<file path="src/rtl/pipeline_ctrl_pkg.sv">
// pipeline_ctrl_pkg: shared ARM pipeline stage record, defaults and stage-control helper
package pipeline_ctrl_pkg;

    localparam int DEF_DEPTH    = 4;
    localparam int DEF_DATA_W   = 32;
    localparam int DEF_REG_AW   = 4;
    localparam int DEF_MEM_STG  = 1;
    localparam int DEF_HAZ_STGS = 2;

    typedef enum logic [1:0] {
        STG_HOLD,
        STG_BUBBLE,
        STG_LOAD
    } stage_op_e;

    typedef struct packed {
        logic                  valid;
        logic                  wb_en;
        logic [DEF_REG_AW-1:0] dest;
        logic [DEF_DATA_W-1:0] payload;
    } stage_t;

    // Per-stage action: a memory stall freezes the front end and opens a gap behind
    // the memory stage; otherwise everything advances and stage 0 may take a bubble.
    function automatic stage_op_e stage_op(int k, int mem_stg, logic busy, logic bubble0);
        if (busy) begin
            if (k <= mem_stg) return STG_HOLD;
            if (k == mem_stg + 1) return STG_BUBBLE;
            return STG_LOAD;
        end
        if (k == 0 && bubble0) return STG_BUBBLE;
        return STG_LOAD;
    endfunction

endpackage

</file>
<file path="src/rtl/pipeline_ctrl_pipe_stage_reg.sv">
// pipe_stage_reg: one pipeline stage record with hold, bubble and load actions
module pipe_stage_reg
    import pipeline_ctrl_pkg::*;
#(
    parameter int DATA_W = DEF_DATA_W,
    parameter int REG_AW = DEF_REG_AW
) (
    input  logic              clk,
    input  logic              rst,
    input  stage_op_e         op_i,
    input  logic              valid_i,
    input  logic              wb_en_i,
    input  logic [REG_AW-1:0] dest_i,
    input  logic [DATA_W-1:0] payload_i,
    output logic              valid_o,
    output logic              wb_en_o,
    output logic [REG_AW-1:0] dest_o,
    output logic [DATA_W-1:0] payload_o
);

    logic              valid_q, valid_d;
    logic              wb_en_q, wb_en_d;
    logic [REG_AW-1:0] dest_q, dest_d;
    logic [DATA_W-1:0] payload_q, payload_d;

    // Load takes the upstream record; a bubble only drops valid so the payload stays visible
    always_comb begin
        valid_d   = op_i == STG_LOAD ? valid_i : (op_i == STG_BUBBLE ? 1'b0 : valid_q);
        wb_en_d   = op_i == STG_LOAD ? wb_en_i : wb_en_q;
        dest_d    = op_i == STG_LOAD ? dest_i : dest_q;
        payload_d = op_i == STG_LOAD ? payload_i : payload_q;
    end

    // Stage record flops, cleared asynchronously so held contents never survive reset
    always_ff @(posedge clk or negedge rst) begin
        if (!rst) begin
            valid_q   <= 1'b0;
            wb_en_q   <= 1'b0;
            dest_q    <= '0;
            payload_q <= '0;
        end else begin
            valid_q   <= valid_d;
            wb_en_q   <= wb_en_d;
            dest_q    <= dest_d;
            payload_q <= payload_d;
        end
    end

    assign valid_o   = valid_q;
    assign wb_en_o   = wb_en_q;
    assign dest_o    = dest_q;
    assign payload_o = payload_q;

endmodule

</file>
<file path="src/rtl/pipeline_ctrl.sv">
// pipeline_ctrl: post-decode stage tracking with RAW hazard, flush and memory-stall control
module pipeline_ctrl
    import pipeline_ctrl_pkg::*;
#(
    parameter int DEPTH    = DEF_DEPTH,
    parameter int DATA_W   = DEF_DATA_W,
    parameter int REG_AW   = DEF_REG_AW,
    parameter int MEM_STG  = DEF_MEM_STG,
    parameter int HAZ_STGS = DEF_HAZ_STGS
) (
    input  logic                    clk,
    input  logic                    rst,
    input  logic                    in_valid,
    input  logic                    in_wb_en,
    input  logic                    in_two_src,
    input  logic [REG_AW-1:0]       in_dest,
    input  logic [REG_AW-1:0]       in_src1,
    input  logic [REG_AW-1:0]       in_src2,
    input  logic [DATA_W-1:0]       in_payload,
    input  logic                    branch_taken,
    input  logic                    mem_busy,
    output logic                    freeze,
    output logic                    flush,
    output logic                    hazard,
    output logic [DEPTH-1:0]        stage_valid,
    output logic [DEPTH*DATA_W-1:0] stage_payload,
    output logic                    wb_en,
    output logic [REG_AW-1:0]       wb_dest,
    output logic [15:0]             stall_cnt,
    output logic [15:0]             flush_cnt
);

    logic [DEPTH-1:0]  v, wbe;
    logic [REG_AW-1:0] dest [DEPTH];
    logic [DATA_W-1:0] pay [DEPTH];
    logic [15:0]       stall_cnt_q, stall_cnt_d, flush_cnt_q, flush_cnt_d;

    // RAW check against the leading stages; invalid stages never match
    always_comb begin
        hazard = 1'b0;
        for (int i = 0; i < HAZ_STGS; i++)
            hazard = hazard | (v[i] & wbe[i] & (dest[i] == in_src1 | (in_two_src & dest[i] == in_src2)));
        hazard = hazard & in_valid;
    end

    assign flush  = branch_taken & v[0] & ~mem_busy;
    assign freeze = rst & (mem_busy | (hazard & ~flush));

    for (genvar k = 0; k < DEPTH; k++) begin : g_stg
        logic              up_v, up_wb;
        logic [REG_AW-1:0] up_dest;
        logic [DATA_W-1:0] up_pay;
        if (k == 0) begin : g_head
            assign {up_v, up_wb, up_dest, up_pay} = {in_valid, in_wb_en, in_dest, in_payload};
        end else begin : g_tail
            assign {up_v, up_wb, up_dest, up_pay} = {v[k-1], wbe[k-1], dest[k-1], pay[k-1]};
        end
        pipe_stage_reg #(.DATA_W(DATA_W), .REG_AW(REG_AW)) u_stg (
            .clk       (clk),
            .rst       (rst),
            .op_i      (stage_op(k, MEM_STG, mem_busy, flush | hazard)),
            .valid_i   (up_v),
            .wb_en_i   (up_wb),
            .dest_i    (up_dest),
            .payload_i (up_pay),
            .valid_o   (v[k]),
            .wb_en_o   (wbe[k]),
            .dest_o    (dest[k]),
            .payload_o (pay[k])
        );
        assign stage_payload[k*DATA_W +: DATA_W] = pay[k];
    end

    // Saturating event counters: add one unless already all ones
    always_comb begin
        stall_cnt_d = stall_cnt_q + {15'd0, freeze & ~&stall_cnt_q};
        flush_cnt_d = flush_cnt_q + {15'd0, flush & ~&flush_cnt_q};
    end

    // Counter flops
    always_ff @(posedge clk or negedge rst) begin
        if (!rst) begin
            stall_cnt_q <= '0;
            flush_cnt_q <= '0;
        end else begin
            stall_cnt_q <= stall_cnt_d;
            flush_cnt_q <= flush_cnt_d;
        end
    end

    assign stage_valid = v;
    assign wb_en       = v[DEPTH-1] & wbe[DEPTH-1];
    assign wb_dest     = v[DEPTH-1] ? dest[DEPTH-1] : '0;
    assign stall_cnt   = stall_cnt_q;
    assign flush_cnt   = flush_cnt_q;

endmodule

</file>
<file path="config.mk">
export PLATFORM = sky130hd
export DESIGN_NAME = pipeline_ctrl
export DESIGN_NICKNAME = d
export VERILOG_FILES = /design/src/rtl/pipeline_ctrl_pkg.sv /design/src/rtl/pipeline_ctrl_pipe_stage_reg.sv /design/src/rtl/pipeline_ctrl.sv
export SDC_FILE = /design/constraint.sdc
export NUM_CORES = 1
export LEC_CHECK = 0
export ABC_AREA = 1
export CORE_MARGIN = 2
export CORE_UTILIZATION = 30
export DETAILED_ROUTE_END_ITERATION = 12
export REMOVE_ABC_BUFFERS = 1
export SLEW_MARGIN = 10
export SYNTH_ARGS = -nofsm -noshare
export SYNTH_HDL_FRONTEND = slang
export SYNTH_SLANG_ARGS = --single-unit
</file>
<file path="constraint.sdc">
create_clock -name clk -period 2.2 [get_ports clk]
set_input_delay 0.66 -clock clk [delete_from_list [all_inputs] [get_ports clk]]
set_output_delay 0.66 -clock clk [all_outputs]
set_load 0.02 [all_outputs]
</file>
# After elaboration in Yosys (flattened, before gate mapping)
# Cells that the tools add are included.
totals:
  reg_bits: 184
  in_bits: 51
  out_inout_bits: 172
op_classes:
  addsub: 2
  n_eq_ne: 12
  n_mux: 24
  n_bitwise: 21
  reduce_logical: 8
ops:
  columns: ["op", "n"]
  rows:
  - ["$add 16x1->16", 2]
  - ["$reduce_and 16->1", 2]
  - ["$mux 2", 11]
  - ["$eq 4x4->1", 4]
  - ["$and 1x1->1", 14]
  - ["$mux 1", 12]
  - ["$eq 2x1->1 const B", 4]
  - ["$eq 2x2->1 const B", 4]
  - ["$reduce_bool 2->1", 4]
  - ["$or 1x1->1", 5]
  - ["$mux 4", 1]
  - ["$logic_not 1->1", 2]
  - ["$not 1->1", 2]

# Logic depth before layout (Yosys ltp)
logic_depth:
  ltp_word: 14
  depth_mapped: 20
  ltp_nobuf: 19

# By module
# From an unflattened synthesis, not the netlist that was laid out.
unflattened:
  hier_cells: 875
  area_unflattened_um2: 7922.6
modules_own_cells:
  columns: ["mod", "n_inst", "cells_each", "area_per_inst_um2", "seq_area_each_um2"]
  rows:
  - ["pipe_stage_reg", 4, 163, 1517.7, 950.9]
  - ["pipeline_ctrl", 1, 223, 1851.8, 800.8]

# Worst setup path before layout
# OpenSTA, ideal clock, no wires.
synth_path:
  kind: "input to register"
  from: "in in_src1[0]"
  to: "reg stall_cnt_q[14] (netlist: stall_cnt[14])"
  setup_ps: 80
  t_arrival_ps: 2563
  slack_ps: -442
  cell_stages: 18
  n_path_buf: 1
  path_cell_list: "xor2_1 -> nor2_1 -> nand2_1 -> nand2_1 -> nand2_1 -> nand2_1 -> nand2_2 -> buf_2 -> nand2_1 -> nand2_1 -> nor2_1 -> ha_1 -> ha_1 -> nand2_1 -> nor2_1 -> nand2_1 -> nor3_1 -> xor2_1"
synth_between:
  elab_chain_cells: 10
  elab_cells_between_ends: 13
  cone_classes: "add/sub: 1; eq/ne: 2; bitwise: 10"
synth_lines:
  columns: ["item", "line_no", "text"]
  rows:
  - ["start, declared", "pipeline_ctrl.sv:17", "input logic [REG_AW-1:0] in_src1,"]
  - ["$eq 4x4->1", "pipeline_ctrl.sv:42", "hazard = hazard | (v[i] & wbe[i] & (dest[i] == in_src1 | (in_two_src & dest[i] == in_src2)));"]
  - ["$or 1x1->1", "pipeline_ctrl.sv:42", null]
  - ["$and 1x1->1", "pipeline_ctrl.sv:42", null]
  - ["$or 1x1->1 *", "pipeline_ctrl.sv:42", null]
  - ["$and 1x1->1 *", "pipeline_ctrl.sv:43", "hazard = hazard & in_valid;"]
  - ["$and 1x1->1 *", "pipeline_ctrl.sv:47", "assign freeze = rst & (mem_busy | (hazard & ~flush));"]
  - ["$or 1x1->1 *", "pipeline_ctrl.sv:47", null]
  - ["$and 1x1->1 *", "pipeline_ctrl.sv:47", null]
  - ["$and 1x1->1 *", "pipeline_ctrl.sv:76", "stall_cnt_d = stall_cnt_q + {15'd0, freeze & ~&stall_cnt_q};"]
  - ["$add 16x1->16 *", "pipeline_ctrl.sv:76", null]
  - ["via stall_cnt_d[14]", "pipeline_ctrl.sv:36", "logic [15:0] stall_cnt_q, stall_cnt_d, flush_cnt_q, flush_cnt_d;"]
  - ["end signal, assigned", "pipeline_ctrl.sv:86", "stall_cnt_q <= stall_cnt_d;"]
  - ["end, declared", "pipeline_ctrl.sv:36", null]
# Mark *: on every way through the listed nets, which the timed path passes. The rest lies on a longest branch.
# A chain may end at the register's enable or synchronous reset.

# Worst setup path in the final report
layout_path:
  from: "in in_src2[1]"
  to: "out hazard"
layout_between:
  elab_chain_cells: 6
  elab_cells_between_ends: 10
  cone_classes: "eq/ne: 2; bitwise: 8"
layout_lines:
  columns: ["item", "line_no", "text"]
  rows:
  - ["start, declared", "pipeline_ctrl.sv:18", "input logic [REG_AW-1:0] in_src2,"]
  - ["$eq 4x4->1", "pipeline_ctrl.sv:42", null]
  - ["$and 1x1->1", "pipeline_ctrl.sv:42", null]
  - ["$or 1x1->1", "pipeline_ctrl.sv:42", null]
  - ["$and 1x1->1", "pipeline_ctrl.sv:42", null]
  - ["$or 1x1->1 *", "pipeline_ctrl.sv:42", null]
  - ["$and 1x1->1 *", "pipeline_ctrl.sv:43", null]
  - ["end, declared", "pipeline_ctrl.sv:24", "output logic hazard,"]
# Every way passes the cells marked *; elsewhere a longest branch is shown, timed or not.

==> impl_metrics.ini <==
[floorplanning]
die_h_microns = 158.0
row_count = 56
io_pins = 223
start_util_pct = 30.39
die_w_microns = 158.0
dieArea_sq_mm = 0.02496
core_region_area_sq_mm = 0.02340

[synthesis]
postSynthAreaPerCell_sq_um = 9.561
synth-simple-area-share_pct = 25.17
synth_area_leaders = dfrtp_1 65%, nand2_1 19%, nand4_1 3.9%
yosysTopAreaCellShare_pct = 64.73
synth_fa_ha_area_share_pct = 0.7036
yosys_warnings = 0
yosysSeqAreaShare_pct = 64.73
syn_area_sq_mm = 0.007113
synthMuxAreaShare_pct = 0
netlist_instances = 744
synth_compound_area_share_pct = 0.8971
yosysUniqueCellTypes = 22
synth_top_family_by_area = simple AND/OR/NAND/NOR gates
ys_ff_latch = 184
synthXorXnorAreaFrac_pct = 3.940
yosys.area.top_type = dfrtp_1

[critical_path]
startpoint_type = input pin
required_ps = 1540
critPathKind = in -> out
slowest_stage = clkdlybuf4s15_1
path_max_fanout = 3
worst_setup_path_end_kind = output port
crit_top_cell = nand2_1
crit_chain = clkdlybuf4s15_1 > inv_1 > nand2_1 > nand2_1 > nor2_1 > nand3_1 > nand2_1 > nand2_1 > nand2_2 > nand2_4 > buf_4 > inv_1 > buf_6
slowest_delay_ps = 200
critPathArrivalTime_ps = 1770

[status]
outcome = finished, violations left
violations = setup timing

[worst_hold_path]
hold_class = reg -> reg

[placed_design]
dp_slack_ps = -1211
numPortBuffers = 222
post-dp-hpwl_mm = 12.98
gp_congestion = 0.8200

[layout]
nNetsFinal = 1065
final_common_cell = nand2_1
area_delta_synth_final_pct = 52.47
diodes = 0
nFillCells = 2299
multi_input_area_sq_mm = 0.002411
final_cell_mix = 344 x nand2_1, 184 x clkdlybuf4s50_1, 181 x dfrtp_1
regArea_sq_mm = 0.004608
drive_gt1_share_pct = 15.05

[pwr]
p_total_w = 0.009509
power.leakage_nw = 5.644
powerDensity_mw_per_mm2 = 876.8
ir_worst_vdd_mv = 0.5021

[global_route]
grt_pass1_wl_mm = 30.98
grt_pass1_vias = 5819
grt_usage_pct = 15.91
gr-total-overflow = 0
grt_max_degree = 84
antenna_found_initial = 1

[timing]
relSlewSlack_pct = 33.74
fmaxAchievable_mhz = 410.8
finalSetupViolations = 13
fin_ws_ps = -234.5
fin_skew_ps = 10.12
min_period_ps = 2434
finalCritPeriodShare_pct = 110.7
hold_viol_final = 0
worst_pin_slew_ps = 993.9
drv_slew = 0
rsz0062_at_grt = yes

[clock_tree]
cts_tree = done
cts_buffer_depth = 2
cts_inserted_buffers = 17
clock-sinks = 184
cts.root.buffer_cell = clkbuf_16
insertion_delay_ps = 420
clkSlewWorstSetupHoldPaths_ps = 70
htree_levels = 4

[detailed_routing]
wirelength_mm = 19.46
via_per_inst = 4.353
drt_iter0_markers = 283
drc = 0
wire_per_inst_microns = 14.50
vias = 5842
drt.antenna.violating_nets = 0
dr.pass1.iters = 6

[job]
max_cap_violations = 0
## kinds of logic (layout without fill, tap and decap cells)
kind of cell	after synthesis	in the layout
AO/OA/AOI/OAI	12	12
XOR/XNOR	32	32
adder cells (fa/ha/maj)	4	4
buffers and inverters	74	353
flip-flops	184	184
AND/OR/NAND/NOR	438	438
## per-stage QoR
step / instance area, sq um / util (%) / cells / TNS [ps] / hold WS [ps]
2_1_floorplan: 6932 / - / 708 / -197000 / 354.0
3_3_place_gp: 9970 / 42.60 / 1300 / -45270 / 360.7
3_5_place_dp: 9970 / 42.60 / 1300 / -43870 / 364.1
5_1_grt: 10850 / 46.34 / 1342 / -4499 / 393.4
4_1_cts: 10680 / 45.64 / 1339 / -3406 / 383.5
6_report: 10850 / 46.34 / 1342 / -2063 / 380.9
## sequential cells by signal (all words and copies together) (netlist names)
signal	flops
g_stg.u_stg.valid_o	4
stall_cnt	16
flush_cnt	16
g_stg.u_stg.dest_o	16
g_stg.u_stg.wb_en_o	4
g_stg.u_stg.payload_o	128
## power by group
| part | switching, W | internal (W) | total, W |
|---|---|---|---|
| sequential | 0.000389 | 0.00386 | 0.00425 |
| combinational | 0.00123 | 0.00109 | 0.00232 |
| clock | 0.00140 | 0.00154 | 0.00294 |
| total | 0.00302 | 0.00649 | 0.00951 |
## worst paths after layout
| kind | startpoint | endpoint | slack, ps | cells after the start |
|---|---|---|---|---|
| hold reg to reg | g_stg[2].u_stg.dest_o[3] | g_stg[3].u_stg.dest_o[3] | 380 | 0 |
| hold / removal | g_stg[2].u_stg.dest_o[3] | g_stg[3].u_stg.dest_o[3] | 380 | 0 |
| min in group asynchronous | rst | g_stg[1].u_stg.payload_o[28] | 470 | 3 |
| max in group asynchronous | rst | g_stg[1].u_stg.payload_o[6] | 530 | 4 |
| setup reg to reg | g_stg[1].u_stg.dest_o[3] | stall_cnt[14] | -200 | 19 |
| setup / recovery | in_src2[1] | hazard | -230 | 13 |
## worst max-delay path, delay by kind of cell
kind	cells	cell delay, ps
buffers and inverters	5	560
AND/OR/NAND/NOR	8	550
## synth_stat cells (all sizes together)
cell and n:
nor2 24, nor3 3, nand4 44, dfrtp 184
nand3b 1, a21oi 1, clkbuf 22, a41oi 1
ha 4, xor2 19, nand2 356, nor4 1
buf 14, o21ai 10, xnor2 13, inv 38
nand3 9
## layer usage
layer	track usage [%]	wire length [microns]
met4	4.891	269
met1	21.47	8852
met2	24.87	9083
met3	4.517	1240
met5	0	13
## cell type report
cell class / instances / area share (%)
Clock buffer: 19 / 4.176
Inverter: 38 / 1.361
Tap cell: 319 / 3.680
Sequential cell: 184 / 42.49
Clock inverter: 13 / 1.073
Timing Repair Buffer: 283 / 24.99
Multi-Input combinational cell: 486 / 22.23
## repair_timing
action,in CTS,in global routing
endpoints found under the setup margin,71,72
gates resized for setup,70,59
setup buffers,7,8
pin swaps,15,34
hold buffers,0,0
No activity file was read; power rests on OpenSTA's default activity.
